### config.mk
export PLATFORM = sky130hd
export DESIGN_NAME = syn_wm8731_i2c_cfg
export DESIGN_NICKNAME = d
export VERILOG_FILES = /design/src/rtl/syn_wm8731_i2c_cfg.sv
export SDC_FILE = /design/constraint.sdc
export NUM_CORES = 1
export LEC_CHECK = 0
export CORE_ASPECT_RATIO = 1.25
export CORE_UTILIZATION = 47
export CTS_CLUSTER_SIZE = 40
export DETAILED_ROUTE_END_ITERATION = 10
export PLACE_DENSITY_LB_ADDON = 0.08
export SYNTH_ARGS = -nofsm -noshare
export SYNTH_HDL_FRONTEND = slang
export SYNTH_SLANG_ARGS = --single-unit
export TNS_END_PERCENT = 50
### constraint.sdc
create_clock -name clk_ir -period 2 [get_ports clk_ir]
set_input_delay 0.5 -clock clk_ir [delete_from_list [all_inputs] [get_ports clk_ir]]
set_output_delay 0.5 -clock clk_ir [all_outputs]
set_load 0.02 [all_outputs]
### src/rtl/syn_wm8731_i2c_cfg.sv
// syn_wm8731_i2c_cfg: local-bus programmed I2C write master that loads one
// WM8731 control register per transaction (dev addr, {reg, d[8]}, d[7:0]).
module syn_wm8731_i2c_cfg #(
  parameter int unsigned P_LB_DATA_W = 16,
  parameter int unsigned P_LB_ADDR_W = 8,
  parameter int unsigned P_QTR_DIV   = 125,
  parameter logic [6:0]  P_DEV_ADDR  = 7'h1A,
  parameter logic [7:0]  P_CTRL_ADDR = 8'h20,
  parameter logic [7:0]  P_CFG_ADDR  = 8'h21
) (
  input  logic                   clk_ir,
  input  logic                   rst_sync_l,
  input  logic                   lb_wr_en,
  input  logic                   lb_rd_en,
  input  logic [P_LB_ADDR_W-1:0] lb_addr,
  input  logic [P_LB_DATA_W-1:0] lb_wr_data,
  output logic                   lb_wr_valid,
  output logic                   lb_rd_valid,
  output logic [P_LB_DATA_W-1:0] lb_rd_data,
  output logic                   scl,
  output logic                   sda_o,
  output logic                   sda_oe,
  input  logic                   sda_i
);

  localparam int unsigned LP_CNT_W = 10;
  localparam int unsigned LP_CFG_W = 16;

  typedef enum logic [2:0] {
    IDLE_S,
    START_S,
    BYTE_S,
    ACK_S,
    STOP_S
  } state_t;

  state_t              r_state;
  logic [LP_CNT_W-1:0] r_qtr_cntr;
  logic [1:0]          r_phase;
  logic [1:0]          r_byte_idx;
  logic [2:0]          r_bit_idx;
  logic                r_busy;
  logic                r_nack;
  logic                r_ack_smp;
  logic [LP_CFG_W-1:0] r_cfg_data;

  logic       w_qtr_tck;
  logic       w_ctrl_sel;
  logic       w_cfg_sel;
  logic       w_start;
  logic       w_cfg_wr;
  logic [7:0] w_cur_byte;
  logic       w_cur_bit;
  logic       w_scl;
  logic       w_sda_oe;

  assign w_ctrl_sel = (lb_addr == P_LB_ADDR_W'(P_CTRL_ADDR));
  assign w_cfg_sel  = (lb_addr == P_LB_ADDR_W'(P_CFG_ADDR));
  assign w_start    = lb_wr_en && w_ctrl_sel && lb_wr_data[0] && !r_busy;
  assign w_cfg_wr   = lb_wr_en && w_cfg_sel && !r_busy;
  assign w_qtr_tck  = (r_state != IDLE_S) &&
                      (r_qtr_cntr == LP_CNT_W'(P_QTR_DIV - 1));
  assign sda_o      = 1'b0;

  // Byte currently on the wire and the bit selected from it (MSB first)
  always_comb begin
    w_cur_byte = r_cfg_data[7:0];
    case (r_byte_idx)
      2'd0:    w_cur_byte = {P_DEV_ADDR, 1'b0};
      2'd1:    w_cur_byte = r_cfg_data[15:8];
      default: w_cur_byte = r_cfg_data[7:0];
    endcase
    w_cur_bit = w_cur_byte[r_bit_idx];
  end

  // Local-bus register file, acknowledges and read mux
  always_ff @(posedge clk_ir or negedge rst_sync_l) begin
    if (!rst_sync_l) begin
      lb_wr_valid <= 1'b0;
      lb_rd_valid <= 1'b0;
      lb_rd_data  <= '0;
      r_cfg_data  <= '0;
    end else begin
      lb_wr_valid <= lb_wr_en;
      lb_rd_valid <= lb_rd_en;
      if (w_cfg_wr) begin
        r_cfg_data <= lb_wr_data[LP_CFG_W-1:0];
      end
      if (lb_rd_en) begin
        if (w_cfg_sel) begin
          lb_rd_data <= P_LB_DATA_W'(r_cfg_data);
        end else if (w_ctrl_sel) begin
          lb_rd_data <= P_LB_DATA_W'({r_nack, r_busy});
        end else begin
          lb_rd_data <= P_LB_DATA_W'(16'hdead);
        end
      end
    end
  end

  // Transaction FSM with quarter-period timebase and bit/byte sequencing
  always_ff @(posedge clk_ir or negedge rst_sync_l) begin
    if (!rst_sync_l) begin
      r_state    <= IDLE_S;
      r_qtr_cntr <= '0;
      r_phase    <= 2'd0;
      r_byte_idx <= 2'd0;
      r_bit_idx  <= 3'd7;
      r_busy     <= 1'b0;
      r_nack     <= 1'b0;
      r_ack_smp  <= 1'b0;
    end else begin
      if (r_state == IDLE_S || w_qtr_tck) begin
        r_qtr_cntr <= '0;
      end else begin
        r_qtr_cntr <= r_qtr_cntr + LP_CNT_W'(1);
      end
      if (w_qtr_tck) begin
        r_phase <= r_phase + 2'd1;
      end

      case (r_state)
        IDLE_S: begin
          if (w_start) begin
            r_state <= START_S;
            r_phase <= 2'd0;
            r_busy  <= 1'b1;
            r_nack  <= 1'b0;
          end
        end
        START_S: begin
          if (w_qtr_tck && r_phase == 2'd3) begin
            r_state    <= BYTE_S;
            r_phase    <= 2'd0;
            r_byte_idx <= 2'd0;
            r_bit_idx  <= 3'd7;
          end
        end
        BYTE_S: begin
          if (w_qtr_tck && r_phase == 2'd3) begin
            r_phase <= 2'd0;
            if (r_bit_idx == 3'd0) begin
              r_state <= ACK_S;
            end else begin
              r_bit_idx <= r_bit_idx - 3'd1;
            end
          end
        end
        ACK_S: begin
          if (w_qtr_tck && r_phase == 2'd2) begin
            r_ack_smp <= sda_i;
          end
          if (w_qtr_tck && r_phase == 2'd3) begin
            r_phase <= 2'd0;
            if (r_ack_smp) begin
              r_nack  <= 1'b1;
              r_state <= STOP_S;
            end else if (r_byte_idx != 2'd2) begin
              r_byte_idx <= r_byte_idx + 2'd1;
              r_bit_idx  <= 3'd7;
              r_state    <= BYTE_S;
            end else begin
              r_state <= STOP_S;
            end
          end
        end
        STOP_S: begin
          if (w_qtr_tck && r_phase == 2'd3) begin
            r_state <= IDLE_S;
            r_phase <= 2'd0;
            r_busy  <= 1'b0;
          end
        end
        default: r_state <= IDLE_S;
      endcase
    end
  end

  // Line levels per state and phase; released/high when idle
  always_comb begin
    w_scl    = 1'b1;
    w_sda_oe = 1'b0;
    case (r_state)
      START_S: begin
        w_scl    = (r_phase != 2'd3);
        w_sda_oe = r_phase[1];
      end
      BYTE_S: begin
        w_scl    = r_phase[1];
        w_sda_oe = ~w_cur_bit;
      end
      ACK_S: begin
        w_scl    = r_phase[1];
        w_sda_oe = 1'b0;
      end
      STOP_S: begin
        w_scl    = (r_phase != 2'd0);
        w_sda_oe = ~r_phase[1];
      end
      default: begin
        w_scl    = 1'b1;
        w_sda_oe = 1'b0;
      end
    endcase
  end

  // Register the I2C pins; reset releases the bus immediately
  always_ff @(posedge clk_ir or negedge rst_sync_l) begin
    if (!rst_sync_l) begin
      scl    <= 1'b1;
      sda_oe <= 1'b0;
    end else begin
      scl    <= w_scl;
      sda_oe <= w_sda_oe;
    end
  end

endmodule

* Word level (Yosys, flattened, before mapping)
Cells that the tools add are included.
** Cells by class
- $add $sub $neg :: 4
- Magnitude comparators :: 1
- Equality and inequality tests :: 22
- Mux-type cells :: 40
- Bitwise gates (word level) :: 2
- Reductions and logical operators :: 27
** Operator list (number)
- $mux W3 :: 14
- $mux W16 :: 2
- $ne A2 B2 Y1 const B :: 12
- $eq A8 B6 Y1 const B :: 2
- $pmux W8 S2 :: 1
- $pmux W3 S5 :: 1
- $mux W2 :: 7
- $add A10 B1 Y10 const B :: 1
- $eq A10 B7 Y1 const B :: 1
- $mux W10 :: 1
- $pmux W3 S3 :: 1
- $logic_and A1 B1 Y1 :: 8
- $pmux W2 S2 :: 2
- $reduce_bool A2 Y1 :: 4
- $reduce_and A7 Y1 :: 1
- $eq A3 B2 Y1 const B :: 2
- $logic_not A3 Y1 :: 2
- $mux W1 :: 6
- $pmux W1 S3 :: 2
- $reduce_and A6 Y1 :: 1
- $reduce_bool A3 Y1 :: 2
- $reduce_and A5 Y1 :: 1
- $add A2 B1 Y2 const B :: 2
- $eq A2 B2 Y1 const B :: 2
- 16 further kinds :: 18
** Storage, ports and cells
- Flip-flop bits (word level) :: 59
- Logic and storage cells :: 110

* Depth between registers and ports, before layout
Gate-level depths: netlist (run 1).
- Word-level depth :: 6
- Mapped depth :: 7

* Worst setup path before layout (run 1)
Ideal clock, no wire load.
- Kind :: reg-to-reg
- Start point :: register r_byte_idx[1]
- End point :: register sda_oe
- Setup time :: 0.110 ns
- Arrival time :: 1.743 ns
- Required time :: 1.890 ns
- Path slack :: 0.146 ns
- Cell stages (with the launch flop) :: 7
- Buffers on the path :: 1
- Path through :: dfrtp_1 inv_1 ha_1 clkbuf_1 mux4_2 o211a_1 o41ai_1
** On the way
- Word-level cells in the longest chain between the ends :: 6
- Elaborated cells on any way between the ends :: 7
- Classes of those cells :: eq/ne: 1; mux: 4; bitwise: 1; reduce/logical: 1
** RTL lines
- from (decl) :: line 40 : logic [1:0] r_byte_idx;
- from (signal assigned) :: line 159 : r_byte_idx <= r_byte_idx + 2'd1;
- $eq A2 B1 Y1 / $logic_not A2 Y1 (equally long branches) :: line 68 : case (r_byte_idx)
- $pmux W8 S2 * :: line 68
- $bmux W1 S3 * :: line 73 : w_cur_bit = w_cur_byte[r_bit_idx];
- $mux W1 (not written as such) * :: line 73
- $not A1 Y1 * :: line 190 : w_sda_oe = ~w_cur_bit;
- $pmux W1 S3 * :: line 183 : case (r_state)
- named net w_sda_oe :: line 55 : logic w_sda_oe;
- to (signal assigned) :: line 214 : sda_oe <= w_sda_oe;
- to (decl) :: line 22 : output logic sda_oe,
The timed path passes the listed nets; every way through them passes the cells marked *. The select of a mux whose other input is x is not followed.
A chain may end at the register's enable or synchronous reset.

* Final worst setup path (run 1)
- Start point :: register scl
- End point :: output port scl
** RTL lines
- from (decl) :: line 20 : output logic scl,
- from (signal assigned) :: line 213 : scl <= w_scl;
No word-level cell between the ends.

==> results of run 1 <==
[what timing repair did]
item	in CTS	in global routing
gates resized for setup	0	4
setup endpoints to repair	0	1
endpoints found under the hold margin	0	0
[cell usage in the layout (no fill, tap or decap), types with 2 or more instances in the layout]
cell type        instances
a221oi_1                 3
o211a_1                  2
dfrtp_1                 55
xnor2_1                  2
and3_1                   7
clkinv_4                 2
nor3_1                   3
inv_1                   15
xor2_1                   6
nor4_1                   2
nor4b_4                  3
dfstp_2                  4
and4_1                   2
nand2_1                 21
nand4_1                  7
bufinv_16                2
mux2i_1                  5
inv_6                    2
nand3_1                 12
buf_12                   3
a21oi_1                 17
o21ai_0                  6
clkbuf_8                10
mux2_2                   8
nor2_1                  27
nor3b_1                  4
nor2b_1                  5
o41ai_1                  2
nand2b_1                 2
buf_4                   13
mux2_4                  10
a22o_1                   2
ha_1                     9
clkdlybuf4s50_1         47
[routing by layer]
metal | up-vias | wire length, um | track usage [%]
li1 | 1099 | - | -
met1 | 1127 | 2730 | 25.1
met2 | 37 | 3430 | 36.9
met3 | 11 | 203 | 4.11
met4 | 0 | 115 | 9.78
met5 | - | 0 | 0
[where the power goes]
part	total [mW]	switching [mW]	leakage (nW)	internal, mW
combinational	0.145	0.0581	0.906	0.0873
sequential	1.23	0.0154	0.710	1.21
clock	1.26	0.510	0.117	0.748
[metrics by stage]
stage	util, %	cells	power, mW	worst slack [ps]
after floorplan	-	278	1.29	146
after global placement	59.5	411	1.40	-177
after detailed placement	59.5	411	1.40	-193
after CTS	63.2	427	2.65	59.6
after global routing	63.5	427	2.73	5.50
final	63.5	427	2.63	72.0
[flip-flops by register name (all words and copies together), names as in the netlist]
register,flops
sda_oe,1
r_byte_idx,2
r_phase,2
scl,1
r_nack,1
r_bit_idx,3
r_state,3
r_busy,1
r_cfg_data,16
r_ack_smp,1
lb_wr_valid,1
lb_rd_data,16
r_qtr_cntr,10
lb_rd_valid,1
[cell type report]
type	instances	area, um2	area share [%]
flip-flops and latches	59	1480	37.9
well taps	85	106	2.72
multi-input cells	188	1400	35.8
clock buffers	10	138	3.52
clock inverters	6	95.1	2.43
repair buffers	64	633	16.2
inverters	15	56.3	1.44
[worst paths after layout]
check	start	end	slack [ps]	depth (start not counted)
setup / recovery	scl$_DFF_PN1_	scl	70	1
min in group clk_ir	lb_rd_data[10]$_DFFE_PN0P_	lb_rd_data[10]$_DFFE_PN0P_	530	2
hold reg to reg	lb_rd_data[10]$_DFFE_PN0P_	lb_rd_data[10]$_DFFE_PN0P_	530	2
hold / removal	rst_sync_l	r_qtr_cntr[7]$_DFF_PN0_	150	2
setup reg to reg	r_qtr_cntr[0]$_DFF_PN0_	r_state[1]$_DFFE_PN0P_	170	7
max in group asynchronous	rst_sync_l	scl$_DFF_PN1_	1540	2
[cells by family (layout without fill, tap and decap cells)]
kind of cell	count (synthesis)	in the layout	share of synthesized area [%]
xor+xnor	8	8	2.33
other cells	1	1	0.124
compound gates	42	42	9.22
buf+inv	31	95	4.73
simple gates	102	102	19.5
mux	25	25	10.8
flops	59	59	49.2
fa+ha+maj	10	10	4.15
==> out/results.ini, run 1 <==
[run_status]
status=completed

[cts]
cts_post_setup_buffers_inserted=0
cts_tree=yes
cts-root-buf=clkbuf_8
htree_levels=3
clk_pin_slew_ps=70
clock_latency_ps=340
cts_made_buffers=9
clock_sinks=59
cts-hold-fix-buffers=0
ctsLongestPathBuffers=2

[global_route]
grt_use_total_pct=21.4
grt_max_degree=60
antenna_found_initial=0
grt_overflow_total=0
grt_pass1_wl_um=10800
grt_pass1_vias=2307

[layout]
final_area_mm2=0.00391
fin_nets=376
diodes=0
syn_to_final_growth_pct=29.9
fillers=534
drive_gt1_share_pct=19.0

[sta]
finClkSkew_ps=12.9
finalSetupTns_ps=0
clock.fmax_mhz=519
drv_slew=0
min_period_over_period_pct=96.4
fin_crit_ps=1930
rsz0062_at_grt=false
hold_viol_final=0
hold_ws_ps=146
setup_viol_count_final=0

[routing]
postRouteAntennaNets=0
drt-pass1-iter-count=4
via_per_inst=5.33
wl_um=6490
drc=0
dr_total_vias=2274
avgRoutedWirePerCell_um=15.2
first_iter_violations=83

[floorplan]
die-area_mm2=0.00674
die_w_um=73.6
die_y_um=91.5
fp.coreArea_mm2=0.00617
start_util_pct=48.9
std_cell_rows=32
io_pins=50

[critical_path]
cp-end-kind=primary output
cpPeakStageDelay_ps=590
worstPathCellList=clkdlybuf4s50_1
crit_required_ps=1500
cpLargestDelayFamily=buffers and inverters
cp_slowest_cell=clkdlybuf4s50_1
startpoint_type=flip-flop
crit_type=flip-flop to primary output
arrival_ps=1430
path_buf_inv=1
cp_max_fo=1

[synth]
syn_area_per_cell_um2=10.8
syn_inst=278
ys_seq_area_share_pct=49.2
synth_nets=317
synth_edf_count=0
syn_area_mm2=0.00301
synth_top_cell_by_area=dfrtp_1
synthArstFlopShare_pct=100
yosys_warnings=0
synthTopCellsByCount=dfrtp_1 (55), nor2_1 (27), nand2_1 (21)
synth-main-ff-cell=dfrtp_1
synth_area_leaders=dfrtp_1 (46%), mux2_4 (5.0%), ha_1 (4.2%)
synth-seq-cells=59
synth.distinct_cells=49
yosysMostFrequentCell=dfrtp_1
synth_top_area_share_pct=45.7

[placed_design]
dp_hpwl_um=4670
place_congestion=0.786
numPortBuffers=48
placed_area_mm2=0.00367

[min_path]
hp-class=input port to asynchronous set/reset pin

[power_and_ir_drop]
leakage_nw=1.73
power.density_mw_per_mm2=672
ir_drop_mv=0.485

[run]
maxCapViolCount=0

Power figures use the tool's default switching activity.
==> inputs of run 2 (changes only) <==
--- a/config.mk
+++ b/config.mk
@@ -6,7 +6,7 @@
 export NUM_CORES = 1
 export LEC_CHECK = 0
 export CORE_ASPECT_RATIO = 1.25
-export CORE_UTILIZATION = 47
+export CORE_UTILIZATION = 45
 export CTS_CLUSTER_SIZE = 40
 export DETAILED_ROUTE_END_ITERATION = 10
 export PLACE_DENSITY_LB_ADDON = 0.08
==> out/results.ini, run 2 (synthesis gave the netlist of run 1 again) <==
[run_status]
status=completed

[critical_path]
cp_max_fo=6  ; +5
crit_type=flip-flop to flip-flop
cp-end-kind=flip-flop
startpoint_type=flip-flop
arrival_ps=2250  ; +820 ps
r2r-end=sda_oe$_DFF_PN0_
worst-r2r-cell-count=8  ; +1
r2r_slack_ps=50  ; -120 ps
crit_required_ps=2290  ; +790 ps
rr_startpoint=r_byte_idx[1]$_DFFE_PN0P_

[power_and_ir_drop]
p_int_mw=2.12  ; +3.7%
ir_drop_mv=0.370  ; -24%
switchingPower_mw=0.560  ; -4.1%
swShare_pct=20.9  ; -1.3 points
power_mw=2.68  ; +2.0%
leakage_nw=1.75  ; +0.87%
clkPwrFrac_pct=48.8  ; +1.0 points
seq_power_share_pct=45.7  ; -1.0 points
power.density_mw_per_mm2=676  ; +0.52%
power_frac_comb_pct=5.4  ; about the same

[layout]
register_area_mm2=0.00148  ; unchanged
fin_nets=379  ; +0.80%
syn_to_final_growth_pct=31.8
final_common_cell=dfrtp_1
reg.largest.list=lb_rd_data (16), r_cfg_data (16), r_qtr_cntr (10)
layout_common_cells=dfrtp_1 (55), clkdlybuf4s50_1 (47), nor2_1 (27), nand2_1 (21), a21oi_1 (17)
multiInputGateArea_mm2=0.00143  ; +1.8%
diodes=0  ; unchanged
drive_gt1_share_pct=21.2  ; +2.2 points
fillers=605  ; +13%

[floorplan]
std_cell_rows=33  ; +3.1%
die-area_mm2=0.00703  ; +4.3%
start_util_pct=46.2  ; -2.7 points
die_w_um=75.2  ; +2.1%
fp.coreArea_mm2=0.00652  ; +5.8%
die_y_um=93.5  ; +2.2%
io_pins=50  ; unchanged

[cts]
clock_latency_ps=350  ; about the same
cts_tree=yes
clk_pin_slew_ps=70  ; about the same
ctsLongestPathBuffers=2  ; unchanged
clock_sinks=59  ; unchanged
htree_levels=3  ; unchanged
cts_post_setup_buffers_inserted=0  ; unchanged
cts-root-buf=clkbuf_8
cts-hold-fix-buffers=0  ; unchanged
cts_made_buffers=9  ; unchanged

[routing]
drc=0  ; unchanged
via_per_inst=5.22  ; -1.9%
avgRoutedWirePerCell_um=15.4  ; +1.3%
wl_um=6650  ; +2.5%
postRouteAntennaNets=0  ; unchanged
first_iter_violations=67  ; -19%
drt-pass1-iter-count=4  ; unchanged
dr_total_vias=2256  ; -0.79%

[global_route]
antenna_found_initial=0  ; unchanged
grt_pass1_wl_um=10900  ; +1.3%
grt_overflow_total=0  ; unchanged
grt_max_degree=43  ; -28%
grt_pass1_vias=2396  ; +3.9%
grt_use_total_pct=21.4  ; -0.031 points

[sta]
finalSetupTns_ps=0  ; unchanged
layout_setup_ws_ps=45.2  ; -26.8 ps
hold_ws_ps=83.8  ; -62.4 ps
hold_viol_final=0  ; unchanged
setup_viol_count_final=0  ; unchanged
drv_slew=0  ; unchanged
fin_crit_ps=1950  ; +26.8 ps
min_period_over_period_pct=97.7  ; +1.3 points
finClkSkew_ps=5.93  ; -6.99 ps
clock.fmax_mhz=512  ; -1.4%

[min_path]
hp-class=input port to asynchronous set/reset pin

[placed_design]
place_congestion=0.759  ; -3.5%
dp_hpwl_um=4890  ; +4.5%
numPortBuffers=48  ; unchanged
preCtsSetupSlack_ps=-203  ; -10.2 ps

[run]
maxCapViolCount=0  ; unchanged

==> run 2: cell count changes in the layout (fill, tap and decap cells not counted), moves of 2 or more <==
cell | previous run | this run
buf_4 | 13 | 16
a221oi_1 | 3 | 1
a221oi_2 | 0 | 2
clkinv_2 | 0 | 2
inv_6 | 2 | 0
==> run 2: worst max path at each step <==
stage	from	endpoint	slack, ps	cells after the start
global route	r_byte_idx[1]$_DFFE_PN0P_	sda_oe$_DFF_PN0_	-40	8
global placement	lb_addr[4]	r_cfg_data[2]$_DFFE_PN0P_	-180	6
detailed placement	lb_addr[4]	r_cfg_data[13]$_DFFE_PN0P_	-200	6
CTS	r_byte_idx[1]$_DFFE_PN0P_	sda_oe$_DFF_PN0_	30	8
finish	r_byte_idx[1]$_DFFE_PN0P_	sda_oe$_DFF_PN0_	50	8
floorplan	r_byte_idx[1]$_DFFE_PN0P_	sda_oe$_DFF_PN0_	150	6
==> run 2: layout make-up <==
class	count	area share (%)
sequential	59	37.3
multi-input combinational	188	36.0
timing repair buffer	67	16.5
clock buffer	9	3.12
clock inverter	7	2.93
tap	87	2.74
inverter	15	1.42
==> run 2: worst max-delay path, stage by stage, from the launching register on <==
cell and delay [ps]:
dfrtp_1 400, inv_1 90, ha_2 250, buf_4 160, nor3b_1 50, a211oi_2 280
a2111oi_2 100, o41ai_2 410, buf_4 170
==> run 2: metrics by stage <==
stage | utilization, % | cell area [um2] | cells
finish | 60.9 | 3970 | 432
global route | 60.9 | 3970 | 432
CTS | 60.4 | 3940 | 432
detailed placement | 56.6 | 3690 | 416
global placement | 56.6 | 3690 | 416
floorplan | - | 3010 | 278
==> run 2: repair_timing <==
action	4_1_cts	5_1_grt
pin swaps	1	1
gates resized for setup	3	7
endpoints found under the hold margin	0	0
setup endpoints to repair	1	3
==> run 2: layer usage <==
layer / routed length [um] / track usage, % / vias to the layer above
li1: - / - / 1107
met1: 2700 / 23.9 / 1099
met2: 3610 / 37.5 / 39
met3: 206 / 4.74 / 11
met4: 136 / 10.0 / 0
met5: 0 / 0 / -
==> run 2: power groups by stage <==
stage | Clock, mW | Sequential [mW] | Combinational (mW)
3_5_place_dp | 0 | 1.25 | 0.149
4_1_cts | 1.34 | 1.23 | 0.149
6_report | 1.31 | 1.23 | 0.145
3_3_place_gp | 0 | 1.25 | 0.148
2_1_floorplan | 0 | 1.25 | 0.0379
5_1_grt | 1.39 | 1.23 | 0.159
==> edit 1: new RTL, config.mk and constraints of run 2 <==
Remove the register `lb_wr_valid`: a continuous assignment takes its place, so the output `lb_wr_valid` follows one clock earlier.
--- a/src/rtl/syn_wm8731_i2c_cfg.sv
+++ b/src/rtl/syn_wm8731_i2c_cfg.sv
@@ -76,12 +76,10 @@
   // Local-bus register file, acknowledges and read mux
   always_ff @(posedge clk_ir or negedge rst_sync_l) begin
     if (!rst_sync_l) begin
-      lb_wr_valid <= 1'b0;
       lb_rd_valid <= 1'b0;
       lb_rd_data  <= '0;
       r_cfg_data  <= '0;
     end else begin
-      lb_wr_valid <= lb_wr_en;
       lb_rd_valid <= lb_rd_en;
       if (w_cfg_wr) begin
         r_cfg_data <= lb_wr_data[LP_CFG_W-1:0];
@@ -97,6 +95,8 @@
       end
     end
   end
+
+  assign lb_wr_valid = lb_wr_en;
 
   // Transaction FSM with quarter-period timebase and bit/byte sequencing
   always_ff @(posedge clk_ir or negedge rst_sync_l) begin
Function: changed (Yosys sat finds a counterexample within 4 cycles, from zero or initial values and one cycle with rst_sync_l low).
==> edit 1 against run 2 <==
Total power increased by 1.5%; hold slack better by 0.074 ns; die area down 0.57%; sequential cell count decreased by 1; final area decreased by 1.8%; setup slack gained 0.023 ns; area after synthesis fell by 0.58%; core utilization up 1.2 points; routed wire length down 2.2%; count of clock-buffer cells in the layout increased by 3.
==> edit 1: results (changes against run 2) <==
* Vias per cell at 5.26 (+0.64%)
* WL met3 at 196 µm (-4.9%)
* FFs & Latches at 58 (-1.7%)
* Setup crit end: scl
* Global-route wire length before repair at 10.7 mm (-2.3%)
* DR WL met2 at 3.53 mm (-2.2%)
* Fraction of area in registers at 37.3% (about the same)
* Met1 WL at 2.68 mm (-0.82%)
* Max Clock Skew at 0.00572 ns (-0.000213 ns)
* DP Cell Count at 410 (-1.4%)
* Via Count at 2239 (-0.75%)
* DP HPWL at 4.67 mm (-4.5%)
* Met1 Use GR at 24.6% (+0.63 points)
* Final-layout clock buffer total at 12 (+3)
* Top post-synthesis cells by count: 54 x dfrtp_1, 27 x nor2_1, 21 x nand2_1
* Signal buffers at 64 (-4.5%)
* Diodes inserted at 0 (unchanged)
* Layout clock area frac at 6.48% (+0.43 points)
* DP Area at 3640 µm² (-1.4%)
* Critical path arrival at 1.43 ns (-0.82 ns)
* Met3 GRT Util at 3.88% (-0.86 points)
* CP max-delay cell: clkdlybuf4s50_1
* Placer Congestion at 0.841 (+11%)
* Met2 Use GR at 35.4% (-2.1 points)
* Synth cell types at 49 (unchanged)
* Sequential fraction of the synthesis area at 48.6% (-0.55 points)
* Final Hold Slack at 0.158 ns (+0.0743 ns)
* Top Family by Delay on Critical Path: buffers and inverters
* Status: finished clean
* Dpl ws at -0.220 ns (-0.0165 ns)
* Peak VDD IR at 0.000428 V (+16%)
* Nets@finish at 375 (-1.1%)
* Root Buffer: clkbuf_8
* CP peak stage delay at 0.59 ns (+0.18 ns)
* Crit path max fanout at 1 (-5)
* Initial antenna violation count at 0 (unchanged)
* Share of layout cells above drive strength 1 at 18.2% (-3.0 points)
* Static leakage at 0.00173 µW (-1.2%)
* Vias in the first global route at 2265 (-5.5%)
* Post-CTS Setup Bufs at 0 (unchanged)
* DR WL/cell at 15.3 µm (-0.82%)
* Filler cell count at 546 (-9.8%)
* Fmax at 518 MHz (+1.2%)
* Synthesized area per cell at 10.8 µm² (-0.58%)
* R2R depth at 5 (-3)
* Internal power at 2170 µW (+2.4%)
* Fraction of area in multi-input gates at 35.8% (-0.16 points)
* Worst R2R Setup Slack at 0.07 ns (+0.02 ns)
* Clk_lat worst skew at 0.33 ns (-0.02 ns)
* Largest net degree at the start of global routing at 59 (+37%)
* 1st-iter DRT viols at 119 (+78%)
* Synth area leaders: dfrtp_1 45%, mux2_4 5.0%, ha_1 4.2%, dfstp_2 3.5%, nor2_1 3.4%
* Critical path origin: scl
* Final Core Density at 62.0% (+1.2 points)
* Buffer share of cell area at 16.2% (-0.31 points)
-- edit 1: cell types whose count changed after synthesis --
cell / change
buf_4: +1
dfrtp_1: -1
-- edit 1: cell families (layout without fill, tap and decap cells) --
kind of cell	count (synthesis)	count (layout)	synth area share, %
AND/OR/NAND/NOR	102	102	19.6
flip-flops	58	58	48.6
AO/OA/AOI/OAI	42	42	9.27
buffers and inverters	32	95	5.01
multiplexers	25	25	10.8
adder cells (fa/ha/maj)	10	10	4.18
XOR/XNOR	8	8	2.34
other	1	1	0.125
-- edit 1: power by group through the flow --
stage | logic (µW) | clock network (µW) | registers [µW]
6_report | 145 | 1370 | 1210
5_1_grt | 159 | 1450 | 1210
4_1_cts | 149 | 1400 | 1210
3_5_place_dp | 150 | 0 | 1230
3_3_place_gp | 148 | 0 | 1230
2_1_floorplan | 40.8 | 0 | 1230
-- edit 1: repair_timing --
action | CTS | global route
setup endpoints to repair | 1 | 1
gates resized for setup | 1 | 2
pin swaps | 0 | 0
==> edit 2: new RTL, settings of run 2 <==
Without the edit above. Change the parameter `P_LB_ADDR_W` from 8 to 10.
--- a/src/rtl/syn_wm8731_i2c_cfg.sv
+++ b/src/rtl/syn_wm8731_i2c_cfg.sv
@@ -2,7 +2,7 @@
 // WM8731 control register per transaction (dev addr, {reg, d[8]}, d[7:0]).
 module syn_wm8731_i2c_cfg #(
   parameter int unsigned P_LB_DATA_W = 16,
-  parameter int unsigned P_LB_ADDR_W = 8,
+  parameter int unsigned P_LB_ADDR_W = 10,
   parameter int unsigned P_QTR_DIV   = 125,
   parameter logic [6:0]  P_DEV_ADDR  = 7'h1A,
   parameter logic [7:0]  P_CTRL_ADDR = 8'h20,
Ports: changed (resized lb_addr); port bits go from 50 to 52. The function was not compared with the original's and may differ.
==> edit 2 against run 2 <==
Sequential cell count unchanged; final area increased by 1.7%; clock power decreased by 13%; hold slack got worse by 0.057 ns; combinational power increased by 80%; routed wire length increased by 1.1%; area after synthesis increased by 0.71%; setup slack improved by 0.044 ns; total power decreased by 0.44%.
==> edit 2: results (changes against run 2) <==
* Sw Ratio at 23.3% (+2.4 points)
* Top Family by Delay on Critical Path: buffers and inverters
* Clk_lat worst skew at 0.33 ns (-0.02 ns)
* Met2 Use GR at 35.6% (-2.0 points)
* Vias per cell at 5.32 (+1.8%)
* Global-route wire length before repair at 11.2 mm (+2.8%)
* Filler cell count at 586 (-3.1%)
* Crit path max fanout at 8 (+2)
* DP Area at 3760 µm² (+1.8%)
* R2R depth at 5 (-3)
* Static leakage at 0.00179 µW (+2.6%)
* Status: finished clean
* Dpl ws at -0.387 ns (-0.184 ns)
* DR WL/cell at 15.3 µm (-0.70%)
* CP max-delay cell: clkdlybuf4s50_1
* Peak VDD IR at 0.000442 V (+20%)
* IO Port Bufs at 50 (+4.2%)
* DR WL met2 at 3.44 mm (-4.8%)
* Worst R2R Setup Slack at 0.12 ns (+0.07 ns)
* Post-CTS Setup Bufs at 2 (+2)
* Top post-synthesis cells by count: 55 x dfrtp_1, 41 x nor2_1, 14 x nand2_1
* Met1 WL at 2.94 mm (+8.9%)
* Syn Nets at 318 (+0.32%)
* WL met3 at 224 µm (+8.7%)
* Fin crit period at 1.91 ns (-0.0440 ns)
* Critical path origin: lb_addr[9]
* Sequential group power at 1270 µW (+3%)
* Nets@finish at 389 (+2.6%)
* Synth cell types at 57 (+16%)
* Synth area leaders: dfrtp_1 45%, nor2_1 5.1%, mux2_4 4.9%, ha_1 4.1%, mux2_2 3.7%
* Synthesized area per cell at 11.0 µm² (+1.1%)
* Reg-to-Reg Start: r_byte_idx[0]
-- edit 2: cells by family after synthesis --
kind of cell | count (synthesis) | synth area share [%]
adders and majority gates | 10 | 4.12
buffers and inverters | 26 | 4.04
DFF | 59 | 48.8
other | 1 | 0.124
and+or+nand+nor | 103 | 19.4
muxes | 24 | 9.98
AOI/OAI and AO/OA | 45 | 10.9
xor gates and xnor gates | 9 | 2.60
-- edit 2: metrics by stage --
stage	setup TNS, ns	util, %	power, µW	hold slack, ns
floorplan	0	-	1410	0.204
global placement	-6.58	57.6	1550	0.380
detailed placement	-7.57	57.6	1550	0.382
CTS	0	61.4	2710	0.0186
global route	0	61.9	2800	0.0254
finish	0	61.9	2670	0.0269
-- edit 2: cell type report --
type / instances / share of cell area, %
clock buffers: 12 / 4.09
clock inverters: 4 / 1.18
inverters: 12 / 1.12
multi-input cells: 192 / 35.6
flip-flops and latches: 59 / 36.7
well taps: 87 / 2.70
repair buffers: 74 / 18.6
